**src/rtl/fir_serial_mac.sv**
```systemverilog
// Time-multiplexed FIR filter: one shared multiplier-accumulator walks the taps, valid/ready on both sides.
// Optional build macro FIR_SYMMETRIC_EN: store ceil(TAPS/2) coefficients and pre-add mirrored samples.
module fir_serial_mac #(
  parameter int DATA_W    = 16,
  parameter int COEF_W    = 16,
  parameter int TAPS      = 19,
  parameter int OUT_W     = 16,
  parameter int OUT_SHIFT = 19
) (
  input  logic                    clk,
  input  logic                    reset,
  input  logic                    in_valid,
  output logic                    in_ready,
  input  logic [DATA_W-1:0]       data_in,
  input  logic                    coef_we,
  input  logic [$clog2(TAPS)-1:0] coef_addr,
  input  logic [COEF_W-1:0]       coef_wdata,
  output logic                    out_valid,
  input  logic                    out_ready,
  output logic [OUT_W-1:0]        data_out,
  output logic                    busy
);

  localparam int ACC_W = DATA_W + COEF_W + $clog2(TAPS) + 1;
  localparam int IDX_W = $clog2(TAPS);
`ifdef FIR_SYMMETRIC_EN
  localparam int NCOEF = (TAPS + 1) / 2;
  localparam int PRE_W = DATA_W + 1;
`else
  localparam int NCOEF = TAPS;
  localparam int PRE_W = DATA_W;
`endif
  localparam int PROD_W = PRE_W + COEF_W;
  localparam int RND_W  = ACC_W + 1;

  localparam logic signed [RND_W-1:0] RND_HALF = RND_W'(1) << (OUT_SHIFT - 1);
  localparam logic signed [RND_W-1:0] SAT_MAX  = {{(RND_W-OUT_W+1){1'b0}}, {(OUT_W-1){1'b1}}};
  localparam logic signed [RND_W-1:0] SAT_MIN  = {{(RND_W-OUT_W+1){1'b1}}, {(OUT_W-1){1'b0}}};

  typedef enum logic [1:0] {S_IDLE, S_MAC, S_ROUND, S_OUT} state_e;

  // Low-pass set used when the filter is built at its original 19-tap size.
  function automatic logic [COEF_W-1:0] coef_reset(input int i);
    int k;
    if (TAPS != 19) return '0;
    k = (i > 9) ? 18 - i : i;
    case (k)
      0:       return COEF_W'(26);
      1:       return COEF_W'(270);
      2:       return COEF_W'(963);
      3:       return COEF_W'(2424);
      4:       return COEF_W'(4869);
      5:       return COEF_W'(8259);
      6:       return COEF_W'(12194);
      7:       return COEF_W'(15948);
      8:       return COEF_W'(18666);
      9:       return COEF_W'(19660);
      default: return '0;
    endcase
  endfunction

  state_e                    state_q;
  logic [IDX_W-1:0]          idx_q;
  logic signed [ACC_W-1:0]   acc_q;
  logic signed [DATA_W-1:0]  x_q    [TAPS];
  logic signed [COEF_W-1:0]  coef_q [TAPS];
  logic                      out_valid_q;
  logic [OUT_W-1:0]          data_out_q;

  logic signed [PRE_W-1:0]   pre;
  logic signed [PROD_W-1:0]  prod;
  logic signed [ACC_W-1:0]   acc_d;
  logic signed [RND_W-1:0]   rnd_sum;
  logic signed [RND_W-1:0]   shifted;
  logic [OUT_W-1:0]          sat_d;
`ifdef FIR_SYMMETRIC_EN
  logic [IDX_W-1:0]          mirror;
`endif

  // NOTE: every always_comb output gets a default first so no path can infer a latch.
  always_comb begin
`ifdef FIR_SYMMETRIC_EN
    mirror = IDX_W'(TAPS - 1) - idx_q;
    pre    = {x_q[idx_q][DATA_W-1], x_q[idx_q]};
    if (mirror != idx_q)
      pre = {x_q[idx_q][DATA_W-1], x_q[idx_q]} + {x_q[mirror][DATA_W-1], x_q[mirror]};
`else
    pre = x_q[idx_q];
`endif
    prod  = pre * coef_q[idx_q];
    acc_d = acc_q + {{(ACC_W-PROD_W){prod[PROD_W-1]}}, prod};

    // Round half up, then floor-shift; saturate into the output range.
    rnd_sum = {acc_q[ACC_W-1], acc_q} + RND_HALF;
    shifted = rnd_sum >>> OUT_SHIFT;
    sat_d   = shifted[OUT_W-1:0];
    if (shifted > SAT_MAX)      sat_d = SAT_MAX[OUT_W-1:0];
    else if (shifted < SAT_MIN) sat_d = SAT_MIN[OUT_W-1:0];
  end

  // NOTE: coefficients are registers (not RAM) because they must return to their defaults on reset.
  always_ff @(posedge clk or negedge reset) begin
    if (!reset) begin
      state_q     <= S_IDLE;
      idx_q       <= '0;
      acc_q       <= '0;
      out_valid_q <= 1'b0;
      data_out_q  <= '0;
      for (int i = 0; i < TAPS; i++) begin
        x_q[i]    <= '0;
        coef_q[i] <= coef_reset(i);
      end
    end else begin
      case (state_q)
        S_IDLE: begin
          if (coef_we && (int'(coef_addr) < NCOEF))
            coef_q[coef_addr] <= coef_wdata;
          if (in_valid) begin
            x_q[0] <= data_in;
            for (int i = 1; i < TAPS; i++) x_q[i] <= x_q[i-1];
            acc_q   <= '0;
            idx_q   <= '0;
            state_q <= S_MAC;
          end
        end
        S_MAC: begin
          acc_q <= acc_d;
          if (idx_q == IDX_W'(NCOEF - 1)) state_q <= S_ROUND;
          else                            idx_q   <= idx_q + 1'b1;
        end
        S_ROUND: begin
          data_out_q  <= sat_d;
          out_valid_q <= 1'b1;
          state_q     <= S_OUT;
        end
        S_OUT: begin
          if (out_ready) begin
            out_valid_q <= 1'b0;
            state_q     <= S_IDLE;
          end
        end
        default: state_q <= S_IDLE;
      endcase
    end
  end

  assign in_ready  = (state_q == S_IDLE);
  assign busy      = (state_q != S_IDLE);
  assign out_valid = out_valid_q;
  assign data_out  = data_out_q;

endmodule

```
**config.mk**
```make
export PLATFORM = sky130hd
export DESIGN_NAME = fir_serial_mac
export DESIGN_NICKNAME = d
export VERILOG_FILES = /design/src/rtl/fir_serial_mac.sv
export SDC_FILE = /design/constraint.sdc
export NUM_CORES = 2
export LEC_CHECK = 0
export CAP_MARGIN = 15
export CORE_UTILIZATION = 63
export DETAILED_ROUTE_END_ITERATION = 7
export PLACE_DENSITY_LB_ADDON = 0.2
export SYNTH_ARGS = -nofsm -noshare
export SYNTH_HDL_FRONTEND = slang
export SYNTH_SLANG_ARGS = --single-unit
```
**constraint.sdc**
```tcl
create_clock -name clk -period 12.6 [get_ports clk]
set_input_delay 1.26 -clock clk [delete_from_list [all_inputs] [get_ports clk]]
set_output_delay 1.26 -clock clk [all_outputs]
set_load 0.02 [all_outputs]
```
==> flow_summary.ini <==
[placement]
gpl.final_weighted_congestion = 0.962
port_buffers = 60
dpl_worst_slack_ns = 1.47
detailedPlacementHpwl_mm = 64.0

[worst_setup_path]
cell_with_the_largest_stage_delay_on_the_worst_path = dfrtp_4
r2r_slack_ns = 1.39
worstSetupStartpoint = idx_q[0]$_DFFE_PN0P_
crit_path_end_kind = flop
timing.rr.start = idx_q[0]$_DFFE_PN0P_
worst-endpoint-required_ns = 13.11
critical_path.max_fanout = 49
crit_path_frequent_cell = fa_1
critPathArrivalTime_ns = 11.72
worstSetupPathType = flop to flop
worst_r2r_path_depth = 35
reg2reg_to = acc_q[37]$_DFFE_PN0P_
cp_slowest_stage_delay_ns = 0.78
setup.worst_path.start_class = flop

[sta]
relSlewSlack_pct = 19.4
ratio_of_final_minimum_period_to_clock_period_pct = 89.0
post-route-worst-setup-slack_ns = 1.39
rsz0062_at_grt = no
fin_worst_skew_ns = 0.0465
hold_ws_ns = 0.474
max_clock_freq_mhz = 89.2
timing_worst_slew_pin_value_ns = 1.21
slew_viol_final = 0
setup_viol = 0
hold_violations = 0
final_worst_path_period_need_ns = 11.21
finalSetupTns_ns = 0

[routing]
vias = 25800
detailedRoute.firstIterationViolations = 1780
route.final.wire_length_mm = 91.3
detail-route-antenna-nets = 0
drt-wirelength-per-cell_um = 21.4
post-route-drc-count = 0
detail_route.first_pass.iterations = 5
post_drt_via_cell_ratio = 6.05

[run]
max_cap_violations = 0

[cts]
post-cts-setup-buffers = 0
cts.repair.resized = 0
clk_pin_slew_ns = 0.06
cts.htree.levels = 3
tritoncts = yes
clock_path_buffers = 3
cts-buffers-inserted = 72
postCtsHoldBufs = 0
insertion_delay_ns = 0.64
clockRootBuffer = clkbuf_16
cts.sink_count = 670

[min_path]
hold_path_class = flop to flop
min_from = data_out[6]$_DFFE_PN0P_
hold_path_end = data_out[6]$_DFFE_PN0P_
hold-path-cell-count = 1

[synthesis]
post_synth_inst_count = 3341
postSynth.topFlopCell = dfrtp_1
fraction_of_registers_with_async_set_or_reset_after_synthesis_pct = 100
ys_seq_elements = 670
fraction_of_the_yosys_area_taken_by_sequential_cells_pct = 40.5
synth.distinct_cells = 67
synth.cell_area_um2 = 41700
syn_area_per_cell_um2 = 12.5
syn_nets = 3774
synth_enable_flop_cells = 0
synth.yosys.warnings = 0

[final_layout]
mostFrequentLayoutCell = mux2_2
post_route_cells_drive_above_1_share_pct = 31.9
areaGrowthSynthToFinish_pct = 9.56
commonest_cells_after_routing_fill_and_taps_aside = mux2_2 (616), dfrtp_1 (557), inv_1 (344)
nets = 3782
num_antenna_cells = 0

[die]
floorplan.rows = 93
ios = 61
core_area_um2 = 64900
design.die.area_um2 = 67300
die_width_um = 259
initial_core_util_pct = 64.3
die_h_um = 259

[grt]
grt_start_max_net_pins = 182
grt_usage_pct = 28.4
first_global_vias = 27800
first_pass_grt_wire_length_mm = 150
initial_antenna_violation_count = 0
overflow = 0

[outcome]
run_status = finished, final reports clean
[per-layer routing]
metal | routed length (µm) | share of wire (%) | track usage [%]
met1 | 40100 | 44 | 39.8
met3 | 4230 | 4.6 | 3.74
met4 | 2210 | 2.4 | 8.12
met5 | 0 | 0 | 0
met2 | 44700 | 49 | 46.8
[kinds of logic (layout without fill, tap and decap cells)]
logic type / count (synthesis) / after routing / synth area share (%)
AO/OA/AOI/OAI: 336 / 336 / 5.23
XOR/XNOR: 81 / 81 / 1.70
adder cells (fa/ha/maj): 391 / 391 / 16.5
buffers and inverters: 538 / 603 / 4.99
flip-flops: 670 / 670 / 40.5
multiplexers: 810 / 810 / 25.9
AND/OR/NAND/NOR: 515 / 515 / 5.26
[worst max-delay path, delay by kind of cell (launching register included)]
family | cells | cell delay [ns]
AOI/OAI and AO/OA | 16 | 4.22
xor gates and xnor gates | 2 | 0.26
adders and majority gates | 8 | 3.63
buffers and inverters | 4 | 0.56
DFF | 1 | 0.78
muxes | 2 | 1.08
and+or+nand+nor | 3 | 0.50
[worst max-delay path by stage]
stage                                  endpoint  slack [ns]
final                     acc_q[37]$_DFFE_PN0P_        1.39
after global routing      acc_q[37]$_DFFE_PN0P_        0.79
after CTS                 acc_q[37]$_DFFE_PN0P_        1.44
after detailed placement  acc_q[37]$_DFFE_PN0P_        1.47
after global placement    acc_q[37]$_DFFE_PN0P_        1.40
after floorplan           acc_q[37]$_DFFE_PN0P_        2.54
[cells in the mapped netlist (26+ instances only)]
cell | n | area, µm²
xor2_1 | 26 | 228
mux2i_1 | 41 | 410
clkbuf_1 | 118 | 443
ha_1 | 128 | 1600
o21a_1 | 26 | 195
nor2_1 | 232 | 871
a21oi_1 | 79 | 395
dfrtp_1 | 561 | 14000
xnor2_1 | 55 | 482
nand2_1 | 172 | 646
mux4_2 | 153 | 3450
o21ai_0 | 87 | 435
nand2b_1 | 28 | 175
dfstp_2 | 109 | 2860
fa_1 | 263 | 5270
buf_2 | 44 | 220
inv_1 | 344 | 1290
buf_1 | 29 | 109
mux2_2 | 616 | 6940
[through the flow]
| step | cell area (µm²) | utilization (%) | std cells |
|---|---|---|---|
| floorplan | 41700 | - | 3341 |
| global placement | 43200 | 66.5 | 4128 |
| detailed placement | 43200 | 66.5 | 4128 |
| CTS | 45700 | 70.3 | 4259 |
| global route | 45700 | 70.4 | 4261 |
| finish | 45700 | 70.4 | 4261 |
[cell type report]
type | count | area, µm²
multi-input combinational | 2133 | 22800
fill | 4462 | 19200
sequential | 670 | 16900
clock buffer | 114 | 2210
inverter | 345 | 1290
timing repair buffer | 127 | 1210
tap | 855 | 1070
clock inverter | 17 | 250
[flip-flops by register name, summed over array words and instances, names as in the netlist]
name	flops
idx_q	5
data_out	16
x_q	304
coef_q	304
out_valid	1
acc_q	38
state_q	2
Power is not shown: default switching activity piles up to over one toggle a cycle in this logic, so the estimate is an artifact.
